<file path="src/rtl/mult_pkg.sv">
// rtl/mult_pkg.sv - shared constants and helpers for the sequential multiplier
package mult_pkg;

  localparam int DEFAULT_WIDTH = 5;

  localparam logic [1:0] ST_IDLE = 2'b00;
  localparam logic [1:0] ST_RUN  = 2'b01;
  localparam logic [1:0] ST_DONE = 2'b10;

  function automatic int clog2(input int value);
    int r;
    r = 0;
    for (int v = value - 1; v > 0; v = v >> 1) begin
      r = r + 1;
    end
    return r;
  endfunction

endpackage

</file>
<file path="src/rtl/ripple_adder.sv">
// rtl/ripple_adder.sv - combinational N-bit ripple-carry adder, carry-out dropped
module ripple_adder #(
  parameter int N = 10
) (
  input  logic [N-1:0] x,
  input  logic [N-1:0] y,
  output logic [N-1:0] s
);

  // w_c[i] is the carry into bit i; the carry out of the top bit is never formed
  logic [N-1:0] w_c;

  assign w_c[0] = 1'b0;

  for (genvar i = 0; i < N; i++) begin : g_fa
    assign s[i] = x[i] ^ y[i] ^ w_c[i];
    if (i < N - 1) begin : g_carry
      assign w_c[i+1] = (x[i] & y[i]) | (w_c[i] & (x[i] ^ y[i]));
    end
  end

endmodule

</file>
<file path="src/rtl/mult_seq_ctrl.sv">
// rtl/mult_seq_ctrl.sv - shift-and-add multiplier sharing one ripple adder over WIDTH cycles
module mult_seq_ctrl
  import mult_pkg::*;
#(
  parameter int WIDTH = DEFAULT_WIDTH
) (
  input  logic                 CLOCK_50,
  input  logic                 RESET_N,
  input  logic                 start,
  input  logic [WIDTH-1:0]     a,
  input  logic [WIDTH-1:0]     b,
  output logic                 busy,
  output logic                 done,
  output logic [2*WIDTH-1:0]   product
);

  localparam int              PW   = 2 * WIDTH;
  localparam int              CW   = clog2(WIDTH) + 1;
  localparam logic [CW-1:0]   LAST = CW'(WIDTH - 1);

  logic [1:0]       r_state;
  logic [WIDTH-1:0] r_a;
  logic [WIDTH-1:0] r_b;
  logic [PW-1:0]    r_acc;
  logic [CW-1:0]    r_cnt;
  logic             r_busy;
  logic             r_done;
  logic [PW-1:0]    r_product;

  logic             w_bit;
  logic [PW-1:0]    w_a_ext;
  logic [PW-1:0]    w_addend;
  logic [PW-1:0]    w_sum;

  // Current multiplier bit selects whether the shifted multiplicand is added
  assign w_bit    = |(r_b & (WIDTH'(1) << r_cnt));
  assign w_a_ext  = {{WIDTH{1'b0}}, r_a};
  assign w_addend = w_bit ? (w_a_ext << r_cnt) : '0;

  ripple_adder #(.N(PW)) u_adder (
    .x (r_acc),
    .y (w_addend),
    .s (w_sum)
  );

  // Job FSM: accept in IDLE, accumulate one partial product per edge in RUN,
  // publish the result with a one-cycle done pulse; state 2'b11 behaves as IDLE
  always_ff @(posedge CLOCK_50 or negedge RESET_N) begin
    if (!RESET_N) begin
      r_state   <= ST_IDLE;
      r_a       <= '0;
      r_b       <= '0;
      r_acc     <= '0;
      r_cnt     <= '0;
      r_busy    <= 1'b0;
      r_done    <= 1'b0;
      r_product <= '0;
    end else begin
      case (r_state)
        ST_RUN: begin
          r_acc <= w_sum;
          r_cnt <= r_cnt + CW'(1);
          if (r_cnt == LAST) begin
            r_product <= w_sum;
            r_done    <= 1'b1;
            r_state   <= ST_DONE;
          end
        end
        ST_DONE: begin
          r_done  <= 1'b0;
          r_busy  <= 1'b0;
          r_state <= ST_IDLE;
        end
        default: begin
          if (start) begin
            r_a     <= a;
            r_b     <= b;
            r_acc   <= '0;
            r_cnt   <= '0;
            r_busy  <= 1'b1;
            r_state <= ST_RUN;
          end else begin
            r_busy  <= 1'b0;
            r_state <= ST_IDLE;
          end
        end
      endcase
    end
  end

  assign busy    = r_busy;
  assign done    = r_done;
  assign product = r_product;

endmodule

</file>
<file path="config.mk">
export PLATFORM = sky130hd
export DESIGN_NAME = mult_seq_ctrl
export DESIGN_NICKNAME = d
export VERILOG_FILES = /design/src/rtl/mult_pkg.sv /design/src/rtl/ripple_adder.sv /design/src/rtl/mult_seq_ctrl.sv
export SDC_FILE = /design/constraint.sdc
export NUM_CORES = 1
export LEC_CHECK = 0
export ABC_AREA = 1
export CELL_PAD_IN_SITES_DETAIL_PLACEMENT = 0
export CELL_PAD_IN_SITES_GLOBAL_PLACEMENT = 1
export CORE_MARGIN = 2
export CORE_UTILIZATION = 35
export CTS_CLUSTER_DIAMETER = 60
export DETAILED_ROUTE_END_ITERATION = 8
export PLACE_DENSITY = 0.69
export REMOVE_ABC_BUFFERS = 1
export SLEW_MARGIN = 40
export SYNTH_ARGS = -nofsm -noshare
export SYNTH_HDL_FRONTEND = slang
export SYNTH_HIERARCHICAL = 1
export SYNTH_SLANG_ARGS = --single-unit
</file>
<file path="constraint.sdc">
create_clock -name CLOCK_50 -period 6.4 [get_ports CLOCK_50]
set_input_delay 1.28 -clock CLOCK_50 [delete_from_list [all_inputs] [get_ports CLOCK_50]]
set_output_delay 1.28 -clock CLOCK_50 [all_outputs]
set_load 0.02 [all_outputs]
</file>
==> metrics <==
Clk pwr share=between 10% and 20%; Starting DRT DRC Count=slightly below 70; port buffer count=24; Slew Limit Fails=0; cells along the critical path=clkinv_1, ha_1, nand4_1, nand2_1, a21oi_2, nor2_1, ha_1, inv_1, fa_1, inv_1, fa_1, fa_1, fa_1, fa_1, fa_1, fa_1, fa_1, inv_1, nand3_1, nand2_1, inv_1, o21ai_0; total power=1260 uW; sequential area share after synthesis=around 45%; run status=finished clean; synthesized area per cell=between 9 and 10 sq um; fin crit period=between 5 and 6 ns; drt wl/cell=roughly 12 microns; Setup Skew=just under 0.006 ns; DR vias/cell=4.64; Sw Share=44.6%; critical path class=reg -> reg; worst-margin pin slew=approximately 0.57 ns; die area=0.00674 sq mm; endpoint class of the critical path=register; Data arrival, critical path=approximately 5.5 ns; final wirelength=3970 microns; Main synth FF type=dfrtp_1; CP peak stage delay=0.54 ns; Post-CTS Hold Fix Bufs=0; # clock sinks=38; internal power=between 600 and 700 uW; pwr dens=498 mW/mm^2; Post-CTS Setup Bufs=0; Leak=roughly 0.0012 uW; Sw Pwr=roughly 560 uW; Die Height=82.1 microns; FP Rows=28; Starting Density=36.1%; simple logic cell fraction of the synthesized area=20.8%; final period utilization=roughly 83%; setup violators final=0; gpl congestion=around 0.8; number of flops mapped to enable cells by yosys=0; first-pass GRT wire length=6840 microns; total core area=0.00592 sq mm; via total after detailed routing=between 1,500 and 2,000; f_max=around 0.19 GHz; Total Routing Usage GR=13.6%; layout cell share with drive strength beyond 1=a little over an eighth; most instantiated cells after synthesis=nand2_1 (63), dfrtp_1 (38), inv_1 (28), nand3_1 (22), o21ai_0 (12); Routed Antenna Nets=0; max_cap viols=0; 1st-pass router iterations=4; clk_lat worst skew=about 0.29 ns; top cells by area, synth=dfrtp_1 (45%), nand2_1 (11%), fa_1 (7.5%); Hold Slack=0.482 ns; Ports=25; XOR/XNOR Fraction of Synth Area=0%; Die X=82.1 microns; multiplexer share of the synthesized area=roughly 5.3%; Yosys cell types=22; register share of total power=between 30% and 40%; total CTS buffers=5; Mapped Cells=between 200 and 250; layout net count=289; synthesis-to-layout area growth=18.0%; Worst-path clk slew=0.07 ns; Worst EP required=~6.6 ns; initial antenna violation count=0; Inserted Diodes=0; yosys warns=6; Post-Route Setup TNS=0 ns; Synth top area share=44.5%; Synth Cell Area=~0.0021 sq mm; biggest area consumer among synthesized cells=dfrtp_1; detailed-route DRC error count=0; Max transition margin=just over 60%; CP max-delay cell=dfrtp_1; path category of the worst min-delay check=reg -> reg; Comb power frac=a little over half; largest family of logic cells by synthesized area=simple AND/OR/NAND/NOR gates; H-tree depth=2; cell mode on critical path=fa_1; post-synthesis adder-cell area fraction=about an eighth; CTS tree=built; Reg area=~950 sq um; HPWL after DPL=about 3000 microns; maximum vdd drop=between 0.15 and 0.2 mV; quantity of gates resized following cts=0; clk root buf=clkbuf_8; Fillers=605; Congestion Overflow GR=0; vias in the first global route=~1,500; #FFs+latches synth=38; unrepaired setup endpoints after global routing=false; final hold vios=0; CP Launch Type=register; footprint of the multi-input gates=between 0.001 and 0.0015 sq mm; Clock Tree Buf Depth=2; compound-gate portion of the synthesized area=9.84%; largest net degree at the start of global routing=39; most common cell in the netlist=nand2_1; Synth async-reset ratio=100%; Crit Path Max Fanout=11
layer usage:
metal	share of wire, %	global-route usage, %	up-vias
li1	-	-	808
met1	50	17.9	708
met2	45	21.5	40
met3	3.9	3.26	2
met4	1.0	5.50	0
met5	0	0	-
path summary, 6_finish.rpt:
path / startpoint / end / slack, ns / cells after the start
worst max-delay path: r_cnt[1] / r_acc[9] / 1.11 / 22
worst min-delay path: busy / busy / 0.48 / 2
worst max register to register: r_cnt[1] / r_acc[9] / 1.11 / 22
worst min register to register: busy / busy / 0.48 / 2
max in group asynchronous: RESET_N / r_cnt[3] / 5.10 / 1
min in group asynchronous: RESET_N / product[1] / 0.95 / 1
cells in the final DEF (no fill, tap or decap):
| cell | Yosys | layout |
|---|---|---|
| clkinv_1 | 1 | 1 |
| nand2_1 | 63 | 63 |
| nand3_1 | 22 | 22 |
| clkinv_2 | 0 | 1 |
| o21ai_2 | 10 | 11 |
| o21ai_0 | 12 | 11 |
| nand3_4 | 1 | 1 |
| dfrtp_1 | 38 | 38 |
| nand4_1 | 5 | 5 |
| clkbuf_1 | 1 | 1 |
| fa_1 | 8 | 8 |
| a21oi_2 | 1 | 1 |
| clkbuf_8 | 0 | 6 |
| ha_1 | 8 | 8 |
| a22oi_2 | 1 | 1 |
| mux2_2 | 10 | 10 |
| o22ai_1 | 1 | 1 |
| nor2_4 | 1 | 1 |
| buf_4 | 0 | 1 |
| inv_1 | 28 | 28 |
| clkdlybuf4s50_1 | 0 | 23 |
| a21oi_1 | 7 | 7 |
| inv_2 | 2 | 2 |
| nor2_1 | 10 | 10 |
logic make-up (layout without fill, tap and decap cells):
kind of cell | count (synthesis) | after routing
compound gates | 32 | 32
fa+ha+maj | 16 | 16
buf+inv | 37 | 63
flops | 38 | 38
mux | 10 | 10
simple gates | 102 | 102
critical path, delay by kind of cell, from the launching register on:
| family | cells | cell delay (ns) |
|---|---|---|
| adder cells (fa/ha/maj) | 10 | 3.37 |
| flip-flops | 1 | 0.54 |
| buffers and inverters | 5 | 0.53 |
| AND/OR/NAND/NOR | 5 | 0.45 |
| AO/OA/AOI/OAI | 2 | 0.32 |
state kept, by name, summed over array words and instances, names as in the netlist:
signal,count
product,10
r_acc,10
r_a,5
r_b,5
r_cnt,4
r_state,2
busy,1
done,1
power by group through the flow:
stage | Sequential [uW] | Clock (uW) | Combinational, uW
5_1_grt | 449 | 188 | 749
6_report | 431 | 169 | 655
4_1_cts | 432 | 179 | 669
3_3_place_gp | 435 | 0 | 667
3_5_place_dp | 437 | 0 | 668
2_1_floorplan | 464 | 0 | 431
layout make-up:
class	count	share of cell area, %
multi-input cells	160	40.9
clock buffers	7	3.42
clock inverters	1	0.199
flip-flops and latches	38	37.7
well taps	75	3.72
inverters	31	4.62
repair buffers	24	9.43
through the flow:
step	instances	area, sq um	utilization (%)	worst slack [ns]
after detailed placement	328	2430	41.0	1.10
final	336	2520	42.6	1.11
after global placement	328	2420	40.9	1.22
after CTS	336	2520	42.6	1.08
after floorplan	229	2090	-	1.46
after global routing	336	2520	42.6	0.737
Note: power is estimated with default switching activity, not from simulation.
